`src/rtl/regfile_pkg.sv`:
```
// Shared register-file constants and the writeback request record used by the
// writeback controller and its scoreboard.
package regfile_pkg;

    localparam int REG_ADDR_W = 5;
    localparam int NUM_REGS   = 32;
    localparam int XLEN       = 32;

    localparam logic [REG_ADDR_W-1:0] REG_ZERO = 5'd0;

    typedef struct packed {
        logic                  valid;
        logic [REG_ADDR_W-1:0] rd;
        logic [XLEN-1:0]       value;
    } wb_req_t;

endpackage

```
`src/rtl/regfile_writeback_controller_if.sv`:
```
// Writeback handshake (ALU and LSU requesters) plus the register-file write port.
// The master modport is the requester/regfile side, slave is the controller.
interface regfile_writeback_controller_if #(
    parameter int XLEN = 32
);
    import regfile_pkg::*;

    logic                  alu_valid;
    logic [REG_ADDR_W-1:0] alu_rd;
    logic [XLEN-1:0]       alu_value;
    logic                  alu_ready;

    logic                  lsu_valid;
    logic [REG_ADDR_W-1:0] lsu_rd;
    logic [XLEN-1:0]       lsu_value;
    logic                  lsu_ready;

    logic                  write_enable;
    logic [REG_ADDR_W-1:0] rd;
    logic [XLEN-1:0]       rd_value;

    modport master (
        output alu_valid, alu_rd, alu_value,
        input  alu_ready,
        output lsu_valid, lsu_rd, lsu_value,
        input  lsu_ready,
        input  write_enable, rd, rd_value
    );

    modport slave (
        input  alu_valid, alu_rd, alu_value,
        output alu_ready,
        input  lsu_valid, lsu_rd, lsu_value,
        output lsu_ready,
        output write_enable, rd, rd_value
    );

endinterface

```
`src/rtl/regfile_scoreboard.sv`:
```
// Busy bitmap of destination registers with writes in flight; an issue-side set
// beats a writeback-side clear of the same register in the same cycle.
module regfile_scoreboard
    import regfile_pkg::*;
(
    input  logic                  clock,
    input  logic                  reset,
    input  logic                  set_en,
    input  logic [REG_ADDR_W-1:0] set_rd,
    input  logic                  clr_en,
    input  logic [REG_ADDR_W-1:0] clr_rd,
    input  logic [REG_ADDR_W-1:0] rs1,
    input  logic [REG_ADDR_W-1:0] rs2,
    output logic                  hazard_rs1,
    output logic                  hazard_rs2,
    output logic [NUM_REGS-1:0]   busy
);

    logic [NUM_REGS-1:0] busy_q;
    logic [NUM_REGS-1:0] busy_d;
    logic [NUM_REGS-1:0] set_vec;
    logic [NUM_REGS-1:0] clr_vec;

    always_comb begin
        set_vec = '0;
        clr_vec = '0;
        if (set_en && (set_rd != REG_ZERO)) begin
            set_vec[set_rd] = 1'b1;
        end
        if (clr_en && (clr_rd != REG_ZERO)) begin
            clr_vec[clr_rd] = 1'b1;
        end
        // Clear first, then set, so the newer in-flight instruction keeps the bit.
        busy_d    = (busy_q & ~clr_vec) | set_vec;
        busy_d[0] = 1'b0;
    end

    always_ff @(posedge clock or negedge reset) begin
        if (!reset) begin
            busy_q <= '0;
        end else begin
            busy_q <= busy_d;
        end
    end

    assign busy       = busy_q;
    assign hazard_rs1 = (rs1 != REG_ZERO) && busy_q[rs1];
    assign hazard_rs2 = (rs2 != REG_ZERO) && busy_q[rs2];

endmodule

```
`src/rtl/regfile_writeback_controller.sv`:
```
// Arbitrates ALU/LSU writebacks onto the single register-file write port, with an
// anti-starvation counter for the ALU and a busy scoreboard for hazard detection.
module regfile_writeback_controller
    import regfile_pkg::*;
#(
    parameter int XLEN         = 32,
    parameter int STARVE_LIMIT = 4
) (
    input  logic                  clock,
    input  logic                  reset,
    regfile_writeback_controller_if.slave wb,
    input  logic                  issue_valid,
    input  logic [REG_ADDR_W-1:0] issue_rd,
    input  logic [REG_ADDR_W-1:0] rs1,
    input  logic [REG_ADDR_W-1:0] rs2,
    output logic                  hazard_rs1,
    output logic                  hazard_rs2,
    output logic [NUM_REGS-1:0]   busy
);

    localparam logic [3:0] STARVE_MAX = 4'(STARVE_LIMIT);

    logic [3:0]            starve_cnt_q, starve_cnt_d;
    logic                  write_enable_q, write_enable_d;
    logic [REG_ADDR_W-1:0] rd_q, rd_d;
    logic [XLEN-1:0]       rd_value_q, rd_value_d;

    logic                  alu_ready;
    logic                  lsu_ready;
    logic                  grant;
    logic [REG_ADDR_W-1:0] grant_rd;
    logic [XLEN-1:0]       grant_value;
    logic                  grant_writes;

    always_comb begin
        // LSU wins by default; a starved ALU overrides it.
        alu_ready = wb.alu_valid && (!wb.lsu_valid || (starve_cnt_q == STARVE_MAX));
        lsu_ready = wb.lsu_valid && !alu_ready;

        grant       = alu_ready || lsu_ready;
        grant_rd    = alu_ready ? wb.alu_rd    : wb.lsu_rd;
        grant_value = alu_ready ? wb.alu_value : wb.lsu_value;
        grant_writes = grant && (grant_rd != REG_ZERO);

        starve_cnt_d = starve_cnt_q;
        if (!wb.alu_valid || alu_ready) begin
            starve_cnt_d = 4'd0;
        end else if (starve_cnt_q < STARVE_MAX) begin
            starve_cnt_d = starve_cnt_q + 4'd1;
        end

        // x0 writes are consumed but never reach the register file.
        write_enable_d = grant_writes;
        rd_d           = rd_q;
        rd_value_d     = rd_value_q;
        if (grant_writes) begin
            rd_d       = grant_rd;
            rd_value_d = grant_value;
        end
    end

    always_ff @(posedge clock or negedge reset) begin
        if (!reset) begin
            starve_cnt_q   <= 4'd0;
            write_enable_q <= 1'b0;
            rd_q           <= REG_ZERO;
            rd_value_q     <= '0;
        end else begin
            starve_cnt_q   <= starve_cnt_d;
            write_enable_q <= write_enable_d;
            rd_q           <= rd_d;
            rd_value_q     <= rd_value_d;
        end
    end

    assign wb.alu_ready    = alu_ready;
    assign wb.lsu_ready    = lsu_ready;
    assign wb.write_enable = write_enable_q;
    assign wb.rd           = rd_q;
    assign wb.rd_value     = rd_value_q;

    regfile_scoreboard u_scoreboard (
        .clock      (clock),
        .reset      (reset),
        .set_en     (issue_valid),
        .set_rd     (issue_rd),
        .clr_en     (grant_writes),
        .clr_rd     (grant_rd),
        .rs1        (rs1),
        .rs2        (rs2),
        .hazard_rs1 (hazard_rs1),
        .hazard_rs2 (hazard_rs2),
        .busy       (busy)
    );

endmodule

```
`src/flat_wrapper.sv`:
```
// flat-port wrapper written by rule: the top's interface ports become plain ports
module regfile_writeback_controller_flat import regfile_pkg::*;
#(
    parameter int XLEN         = 32,
    parameter int STARVE_LIMIT = 4
)
  (clock, reset, issue_valid, issue_rd, rs1, rs2, hazard_rs1, hazard_rs2, busy, wb_alu_valid, wb_alu_rd, wb_alu_value, wb_alu_ready, wb_lsu_valid, wb_lsu_rd, wb_lsu_value, wb_lsu_ready, wb_write_enable, wb_rd, wb_rd_value);
  regfile_writeback_controller_if #(.XLEN(XLEN)) wb_i ();
  input  logic clock;
  input  logic reset;
  input  logic issue_valid;
  input  logic [REG_ADDR_W-1:0] issue_rd;
  input  logic [REG_ADDR_W-1:0] rs1;
  input  logic [REG_ADDR_W-1:0] rs2;
  output logic hazard_rs1;
  output logic hazard_rs2;
  output logic [NUM_REGS-1:0] busy;
  input wire logic [$bits(wb_i.alu_valid)-1:0] wb_alu_valid;
  input wire logic [$bits(wb_i.alu_rd)-1:0] wb_alu_rd;
  input wire logic [$bits(wb_i.alu_value)-1:0] wb_alu_value;
  output wire logic [$bits(wb_i.alu_ready)-1:0] wb_alu_ready;
  input wire logic [$bits(wb_i.lsu_valid)-1:0] wb_lsu_valid;
  input wire logic [$bits(wb_i.lsu_rd)-1:0] wb_lsu_rd;
  input wire logic [$bits(wb_i.lsu_value)-1:0] wb_lsu_value;
  output wire logic [$bits(wb_i.lsu_ready)-1:0] wb_lsu_ready;
  output wire logic [$bits(wb_i.write_enable)-1:0] wb_write_enable;
  output wire logic [$bits(wb_i.rd)-1:0] wb_rd;
  output wire logic [$bits(wb_i.rd_value)-1:0] wb_rd_value;
  assign wb_i.alu_valid = wb_alu_valid;
  assign wb_i.alu_rd = wb_alu_rd;
  assign wb_i.alu_value = wb_alu_value;
  assign wb_alu_ready = wb_i.alu_ready;
  assign wb_i.lsu_valid = wb_lsu_valid;
  assign wb_i.lsu_rd = wb_lsu_rd;
  assign wb_i.lsu_value = wb_lsu_value;
  assign wb_lsu_ready = wb_i.lsu_ready;
  assign wb_write_enable = wb_i.write_enable;
  assign wb_rd = wb_i.rd;
  assign wb_rd_value = wb_i.rd_value;
  regfile_writeback_controller #(.XLEN(XLEN), .STARVE_LIMIT(STARVE_LIMIT)) u_core (.clock(clock), .reset(reset), .wb(wb_i), .issue_valid(issue_valid), .issue_rd(issue_rd), .rs1(rs1), .rs2(rs2), .hazard_rs1(hazard_rs1), .hazard_rs2(hazard_rs2), .busy(busy));
endmodule
```
`config.mk`:
```
export PLATFORM = sky130hd
export DESIGN_NAME = regfile_writeback_controller_flat
export DESIGN_NICKNAME = d
export VERILOG_FILES = /design/src/rtl/regfile_pkg.sv /design/src/rtl/regfile_writeback_controller_if.sv /design/src/rtl/regfile_scoreboard.sv /design/src/rtl/regfile_writeback_controller.sv /design/src/flat_wrapper.sv
export SDC_FILE = /design/constraint.sdc
export NUM_CORES = 1
export LEC_CHECK = 0
export CAP_MARGIN = 15
export CORE_UTILIZATION = 44
export CTS_CLUSTER_SIZE = 40
export DETAILED_ROUTE_END_ITERATION = 8
export PLACE_DENSITY = 0.84
export SLEW_MARGIN = 20
export SYNTH_ARGS = -nofsm -noshare
export SYNTH_HDL_FRONTEND = slang
export SYNTH_HIERARCHICAL = 1
export SYNTH_SLANG_ARGS = --single-unit
```
`constraint.sdc`:
```
create_clock -name clock -period 3.2 [get_ports clock]
set_input_delay 0.32 -clock clock [delete_from_list [all_inputs] [get_ports clock]]
set_output_delay 0.32 -clock clock [all_outputs]
set_load 0.01 [all_outputs]
```
# Word level (Yosys, flattened, before mapping)
# Cells that the tools add are included.
op_classes:
  muxes: 14
  add_sub_neg: 1
  n_bitwise: 3
  magnitude_cmp: 7
  n_eq_ne: 1
  n_reduce_logical: 20
ops:
  columns: ["operator", "n"]
  rows:
  - ["2-to-1 mux 32 bit", 3]
  - ["AND 32 bit", 1]
  - ["inverter 32 bit", 1]
  - ["OR 32 bit", 1]
  - ["less-than comparator 5 x 6 -> 1 bit (second input constant)", 4]
  - ["nonzero test 5 bit", 4]
  - ["binary-select mux 1 bit (select 5 bit)", 2]
  - ["demux 1 bit (select 5 bit)", 2]
  - ["greater-or-equal comparator 5 x 1 -> 1 bit (second input constant)", 2]
  - ["logical AND 1 bit", 9]
  - ["2-to-1 mux 4 bit", 2]
  - ["2-to-1 mux 5 bit", 1]
  - ["adder 4 x 1 -> 4 bit (second input constant)", 1]
  - ["== test 4 x 3 -> 1 bit (second input constant)", 1]
  - ["less-than comparator 4 x 3 -> 1 bit (second input constant)", 1]
  - ["2-to-1 mux 1 bit", 4]
  - ["zero test 1 bit", 3]
  - ["logical OR 1 bit", 3]
  - ["nonzero test 2 bit", 1]
word_totals:
  out_inout_bits: 74
  wordCells: 51
  register_bits: 73
  inputBits: 94

# Longest topological paths before layout
# Gate-level depths: netlist of the first run.
logic_depth:
  ltp_word: 12
  mapped_depth: 10

# Hierarchy
# Netlist of the first run, hierarchy kept.
modules_own_cells:
  columns: ["mod", "n_inst", "seq_area_each_um2", "cells_each", "area_each_um2"]
  rows:
  - ["regfile_writeback_controller", 1, 1051.0, 157, 2308.5]
  - ["regfile_scoreboard", 1, 775.7, 200, 1878.1]

# Worst setup path before layout of the first run
# Ideal clock, no wire load.
synth_timing:
  kind: "flip-flop to flip-flop"
  startpoint: "register u_core.starve_cnt_q[0]"
  endpoint: "register u_core.u_scoreboard.busy_q[16] (netlist: u_core/u_scoreboard/busy[16])"
  setup_ns: 0.132
  setup_slack_ns: 0.709
  t_arrival_ns: 2.358
  stages_incl_launch_ff: 10
  t_required_ns: 3.068
  n_path_buf: 1
  period_less_slack_ns: 2.491
  path_cell_list: "dfrtp_1 inv_1 ha_1 and4b_4 nor4_4 a211oi_4 buf_8 or3b_2 o21ai_0 o21ai_0"
synth_via:
  elab_chain_cells: 12
  elab_cells_between_ends: 19
  classes_between: "order compare: 2; eq/ne: 1; mux: 4; bitwise: 3; reduce/logical: 9"
synth_lines:
  columns: ["element", "line", "rtl"]
  rows:
  - ["start: declaration", "regfile_writeback_controller.sv:23", "logic [3:0] starve_cnt_q, starve_cnt_d;"]
  - ["start signal: assignment", "regfile_writeback_controller.sv:69", "starve_cnt_q <= starve_cnt_d;"]
  - ["== test 4 x 3 -> 1 bit *", "regfile_writeback_controller.sv:37", "alu_ready = wb.alu_valid && (!wb.lsu_valid || (starve_cnt_q == STARVE_MAX));"]
  - ["logical OR 1 bit *", "regfile_writeback_controller.sv:37", null]
  - ["logical AND 1 bit *", "regfile_writeback_controller.sv:37", null]
  - ["parallel branches: the longest is 3 deep, another holds 2-to-1 mux 5 bit", null, null]
  - ["logical AND 1 bit *", "regfile_writeback_controller.sv:43", "grant_writes = grant && (grant_rd != REG_ZERO);"]
  - ["named net u_core.grant_writes", "regfile_writeback_controller.sv:33", "logic grant_writes;"]
  - ["logical AND 1 bit *", "regfile_scoreboard.sv:30", "if (clr_en && (clr_rd != REG_ZERO)) begin"]
  - ["2-to-1 mux 32 bit *", "regfile_scoreboard.sv:30", null]
  - ["inverter 32 bit *", "regfile_scoreboard.sv:34", "busy_d = (busy_q & ~clr_vec) | set_vec;"]
  - ["AND 32 bit *", "regfile_scoreboard.sv:34", null]
  - ["OR 32 bit *", "regfile_scoreboard.sv:34", null]
  - ["named net u_core.u_scoreboard.busy_d[16]", "regfile_scoreboard.sv:20", "logic [NUM_REGS-1:0] busy_d;"]
  - ["end signal: assignment", "regfile_scoreboard.sv:42", "busy_q <= busy_d;"]
  - ["end: declaration", "regfile_scoreboard.sv:19", "logic [NUM_REGS-1:0] busy_q;"]
# Mark *: on every way through the listed nets, which the timed path passes.
# A chain may end at the register's enable or synchronous reset.

# Worst setup path in the final report of the first run
layout_timing:
  startpoint: "input rs1[0]"
  endpoint: "output hazard_rs1"
layout_via:
  elab_chain_cells: 3
  elab_cells_between_ends: 4
  classes_between: "mux: 2; reduce/logical: 2"
layout_lines:
  columns: ["element", "line", "rtl"]
  rows:
  - ["start: declaration", "flat_wrapper.sv:13", "input logic [REG_ADDR_W-1:0] rs1;"]
  - ["binary-select mux 1 bit (select 5 bit)", "regfile_scoreboard.sv:47", "assign hazard_rs1 = (rs1 != REG_ZERO) && busy_q[rs1];"]
  - ["2-to-1 mux 1 bit (implied by the code)", "regfile_scoreboard.sv:47", null]
  - ["logical AND 1 bit *", "regfile_scoreboard.sv:47", null]
  - ["end: declaration", "flat_wrapper.sv:15", "output logic hazard_rs1;"]
# Every way passes the cells marked *; elsewhere a longest branch is shown, timed or not. The select of a mux whose other input is x is not followed.

==> results of run 1 <==
==> cells by family (layout without fill, tap and decap cells) <==
family,Yosys count,in the layout
compound gates,91,91
fa+ha+maj,2,2
buf+inv,18,193
flops,73,73
mux,95,95
other cells,1,1
simple gates,77,77
==> final timing paths <==
path / to / slack [ps] / depth (start not counted)
max: hazard_rs1 / 380 / 8
min: u_core/wb.rd_value[31] / 80 / 1
max reg2reg: u_core/u_scoreboard/busy[17] / 650 / 8
min reg2reg: u_core/wb.rd[0] / 510 / 2
max in group asynchronous: u_core/u_scoreboard/busy[12] / 2500 / 1
min in group clock: u_core/wb.rd[0] / 510 / 2
==> routing by layer <==
| metal | global-route usage | routed length [um] |
|---|---|---|
| met1 | 0.285 | 4760 |
| met2 | 0.414 | 5930 |
| met3 | 0.0703 | 844 |
| met4 | 0.0792 | 137 |
| met5 | 0 | 0 |
==> cell usage after synthesis (2+ instances only) <==
master / instances
inv_1: 6
nor2_1: 7
nand2_1: 16
buf_2: 3
mux2_2: 46
mux2_4: 29
buf_4: 3
nand3_1: 8
or3b_2: 2
and2_1: 3
mux4_2: 2
nand4b_1: 2
nand2b_1: 4
a221oi_1: 8
buf_8: 3
o21ai_0: 65
buf_6: 3
a2111oi_0: 4
ha_1: 2
nand4_1: 3
nand3b_1: 5
mux2i_1: 18
dfrtp_1: 73
a21oi_1: 6
nor2b_1: 13
a211oi_1: 3
and2b_1: 2
==> metrics by stage <==
step | worst slack (ps) | total power, mW | util | hold WS [ps]
6_report | 382 | 2.98 | 0.663 | 83.5
3_5_place_dp | 376 | 2.30 | 0.643 | 491
2_1_floorplan | 709 | 1.68 | - | 24.4
5_1_grt | 231 | 3.14 | 0.663 | 159
3_3_place_gp | 457 | 2.27 | 0.643 | 492
4_1_cts | 321 | 3.00 | 0.663 | 121
==> area by class of cell <==
class                           count  area [um^2]  share of cell area
Clock buffer                       11          131              0.0214
Clock inverter                      5         56.3             0.00919
Tap cell                          129          161              0.0263
Inverter                            6         22.5             0.00367
Sequential cell                    73         1830               0.298
Multi-Input combinational cell    266         2220               0.362
Timing Repair Buffer              171         1710               0.279
==> state kept, by name, summed over array words and instances, names as in the netlist <==
register                  flops
u_core/wb.write_enable        1
u_core/wb.rd_value           32
u_core/wb.rd                  5
u_core/starve_cnt_q           4
u_core/u_scoreboard/busy     31
==> where the power goes <==
group	total [mW]	switching (mW)	internal (mW)	leakage [nW]
Clock	0.689	0.330	0.359	0.0933
Combinational	1.03	0.408	0.624	1.54
Sequential	1.26	0.170	1.09	0.882
Total	2.98	0.908	2.07	2.51
==> summary.md, run 1 <==
| Metric | Value |
|---|---|
| Placed insts | 645 |
| Number of diodes | 0 |
| First-pass GRT wire length | 18400 um |
| H-Tree Depth | 3 |
| Crit path largest cell delay | 570 ps |
| Number of synthesized register bits | 73 |
| Worst setup path start | rs1[0] |
| CTS resizes | 0 |
| Sequential fraction of the synthesis area | 0.436 |
| CP startpoint kind | primary input |
| Max Slew Vio Count | 0 |
| Dominant synthesized flop cell | dfrtp_1 |
| Synth area leaders | dfrtp_1 (44%), mux2_2 (12%), mux2_4 (10%) |
| Worst-path cell chain | clkdlybuf4s50_1 -> buf_4 -> nor2b_1 -> a2111oi_0 -> a221oi_1 -> nand4_1 -> nand3_1 -> clkdlybuf4s50_1 |
| CP required | 2880 ps |
| Clock buffer count from CTS | 9 |
| Worst path slowest cell | clkdlybuf4s50_1 |
| Initial antenna violation count | 0 |
| Crit path max-delay family | buffers and inverters |
| Setup Fix Bufs, Post-CTS | 0 |
| Fin cells | 661 |
| Syn Nets | 453 |
| Share of cells above drive strength 1 | 0.203 |
| Fin nets | 623 |
| Fillers | 700 |
| RR Startpoint | u_core/starve_cnt_q[0] |
| Max clock buf depth | 2 |
| Status | finished, final reports clean |
| PD cells | 486 nW/um^2 |
| Detailed-route wire length per cell | 17.7 um |
| CTS tree | done |
| Final instance area | 6130 um^2 |
| Worst Hold Class | primary input to async pin |
| Port bufs | 166 |
| Mux cell area share after synthesis | 0.282 |
| Ports | 168 |
| Slew @ Worst Pin | 907 ps |
| Clock Pin Slew Worst Setup and Hold Paths | 80 ps |
| Cell repeated most along the worst path | clkdlybuf4s50_1 |
| Via count | 3672 |
| Syn Std Cell Area | 4190 um^2 |
| Xor and xnor area share after synthesis | 0 |
| Fin Setup TNS | 0 ps |
| Crit path capture type | output port |
| Main combinational cell family by area after synthesis | multiplexers |
| Pleak | 2.51 nW |
| Final setup fails | 0 |
| Min Tclk post-route | 2820 ps |
| CP Class | primary input to output port |
| Area Growth Syn to Fin | 46.4% |
| Fin Clk Skew | 6.84 ps |
| Post-synth top area cell | dfrtp_1 |
| Compound-gate portion of the synthesized area | 0.129 |
| Pre-antenna DRT Iters | 6 |
| Worst slew margin | 0.396 |
| Die width | 99.5 um |
| CTS Hold Bufs | 0 |
| # rows | 35 |
| Via-per-instance ratio | 5.56 |
| Core area | 9240 um^2 |
| GRT overflow | 0 |
| Final ANT Viol Nets | 0 |
| Root Buffer | clkbuf_8 |
| Async S/R FF share, synth | 1.00 |
| Largest net degree at the start of global routing | 74 |
| Vert. Die Dim | 99.5 um |
| Ys Warns | 6 |
| F_max | 355 MHz |
| Avg Cell Area, Syn | 11.7 um^2 |
| Post-synth EDFFs | 0 |
| Clock Latency Late Sink | 340 ps |
| Clock sink total | 73 |
| Placed Area | 5940 um^2 |
| CP Max Fanout | 14 |
| Maximum vdd drop | 209 uV |
| Buf/Inv on CP | 3 |
| Maxcap violations | 0 |
| Number of global-route vias before repair | 3631 |
| Distinct cells, synth | 45 |
| Yosys top cell area share | 0.436 |
| RSZ-0062 raised after global routing | false |
| Final RePlAce weighted congestion | 0.905 |
| GRT Resource Usage Total | 0.239 |
| DRC errors left | 0 |
| Initial Utilization | 0.453 |
| Final Hold Viols | 0 |
| Final period util | 0.881 |
| Post-Synth Simple-Gate Area | 0.114 |
| Most common cell after layout, fill and taps aside | clkdlybuf4s50_1 |
| 1st-iter DRT viols | 208 |
| Adder-cell area share of the yosys netlist | 0.00598 |
| Cells after synthesis | 357 |
| WL final | 11700 um |
| DP Wirelength | 9000 um |
| Most frequent cells in the layout | clkdlybuf4s50_1 (165), dfrtp_1 (73), o21ai_0 (65) |
| Crit path DAT | 2500 ps |
| Die area | 9910 um^2 |
Power figures use the tool's default switching activity.
==> run 2, diff against run 1 <==
--- a/config.mk
+++ b/config.mk
@@ -9,7 +9,7 @@
 export CORE_UTILIZATION = 44
 export CTS_CLUSTER_SIZE = 40
 export DETAILED_ROUTE_END_ITERATION = 8
-export PLACE_DENSITY = 0.84
+export PLACE_DENSITY = 0.88
 export SLEW_MARGIN = 20
 export SYNTH_ARGS = -nofsm -noshare
 export SYNTH_HDL_FRONTEND = slang
==> summary.md, run 2 (same netlist as run 1, synthesis figures left out) <==
| Metric | Value |
|---|---|
| Fin Setup TNS | 0 ps |
| Via-per-instance ratio | 5.57 |
| Share of cells above drive strength 1 | 0.208 |
| Root Buffer | clkbuf_8 |
| Slew @ Worst Pin | 910 ps |
| Final RePlAce weighted congestion | 0.907 |
| Worst r2r path cells | 8 |
| GRT overflow | 0 |
| Core area | 9240 um^2 |
| Max clock buf depth | 2 |
| Max Slew Vio Count | 0 |
| Most common cell after layout, fill and taps aside | clkdlybuf4s50_1 |
| Vert. Die Dim | 99.5 um |
| Fillers | 695 |
| Worst-path cell chain | clkdlybuf4s50_1 -> mux4_2 -> inv_1 -> a2111oi_0 -> a21oi_1 -> nand3_1 -> clkdlybuf4s50_1 |
| CTS tree | done |
| Clock Latency Late Sink | 340 ps |
| Crit path largest cell delay | 590 ps |
| CTS Hold Bufs | 0 |
| Via count | 3685 |
| Fin cells | 662 |
| Setup Fix Bufs, Post-CTS | 0 |
| CP startpoint kind | primary input |
| # rows | 35 |
| Status | finished, final reports clean |
| CP required | 2880 ps |
| F_max | 341 MHz |
| Clock buffer count from CTS | 9 |
| Most frequent cells in the layout | clkdlybuf4s50_1 (165), dfrtp_1 (73), o21ai_0 (65) |
| CTS resizes | 0 |
| Detailed-route wire length per cell | 17.9 um |
| Port bufs | 166 |
| Final setup fails | 0 |
| Worst Hold Class | primary input to async pin |
| Cell repeated most along the worst path | clkdlybuf4s50_1 |
| Placed insts | 646 |
| Clock sink total | 73 |
| Final ANT Viol Nets | 0 |
| Worst path slowest cell | clkdlybuf4s50_1 |
| Flip-flop count of the largest register after layout | 32 |
| RSZ-0062 raised after global routing | false |
| GRT Resource Usage Total | 0.241 |
| CP Class | primary input to output port |
| Initial Utilization | 0.453 |
| Pleak | 2.54 nW |
| First-pass GRT wire length | 18700 um |
| Fin Clk Skew | 11.2 ps |
| Number of global-route vias before repair | 3867 |
| Pre-antenna DRT Iters | 4 |
| Post-Route Utilization | 0.670 |
| Area Growth Syn to Fin | 47.9% |
| Min Tclk post-route | 2930 ps |
| Worst slew margin | 0.394 |
| Die area | 9910 um^2 |
| DRC errors left | 0 |
| Maximum vdd drop | 263 uV |
| Largest net degree at the start of global routing | 74 |
| PD cells | 511 nW/um^2 |
| Fin nets | 624 |
| Final period util | 0.916 |
| Die width | 99.5 um |
| Maxcap violations | 0 |
| DP Wirelength | 8890 um |
| Clock Pin Slew Worst Setup and Hold Paths | 70 ps |
| Crit path DAT | 2610 ps |
| WL final | 11800 um |
| 1st-iter DRT viols | 158 |
| Crit path capture type | output port |
| Final Hold Viols | 0 |
| CP Max Fanout | 9 |
| H-Tree Depth | 3 |
| Initial antenna violation count | 0 |
| Ports | 168 |
| Number of diodes | 0 |
## run 2: where the power goes
part | switching, mW | internal [mW]
logic | 0.416 | 0.624
clock network | 0.346 | 0.518
registers | 0.173 | 1.09
## run 2: worst paths after layout
kind | startpoint | endpoint | slack [ps]
max | rs1[0] | hazard_rs1 | 270
max reg2reg | u_core/starve_cnt_q[0] | u_core/u_scoreboard/busy[24] | 420
min in group clock | u_core/wb.rd_value[19] | u_core/wb.rd_value[19] | 510
max in group asynchronous | reset | u_core/wb.rd[2] | 2500
min reg2reg | u_core/wb.rd_value[19] | u_core/wb.rd_value[19] | 510
min | reset | u_core/wb.rd_value[7] | 110
## run 2: worst max-delay path: cells and delay by family
family | cells | cell delay [ps]
muxes | 1 | 420
AOI/OAI and AO/OA | 2 | 620
buffers and inverters | 3 | 1160
and+or+nand+nor | 1 | 90
## run 2: final cells by class
| class | count | area, um^2 | area share |
|---|---|---|---|
| inverters | 6 | 22.5 | 0.00364 |
| clock buffers | 9 | 124 | 0.0200 |
| flip-flops and latches | 73 | 1830 | 0.295 |
| clock inverters | 7 | 119 | 0.0192 |
| multi-input cells | 266 | 2220 | 0.359 |
| well taps | 129 | 161 | 0.0261 |
| repair buffers | 172 | 1720 | 0.277 |
## run 2: per-layer routing
layer	GRT usage	vias up	wire (um)
li1	-	1675	-
met1	0.272	1756	4530
met2	0.427	215	5940
met3	0.0604	39	991
met4	0.118	0	387
met5	0	-	0
## run 2: through the flow
step | power [mW] | hold WS, ps | area (um^2) | worst slack, ps
after detailed placement | 2.31 | 492 | 5950 | 322
after floorplan | 1.68 | 24.4 | 4190 | 709
final | 3.16 | 114 | 6190 | 270
after global placement | 2.27 | 490 | 5950 | 352
after global routing | 3.32 | 182 | 6190 | 168
after CTS | 3.18 | 135 | 6190 | 301
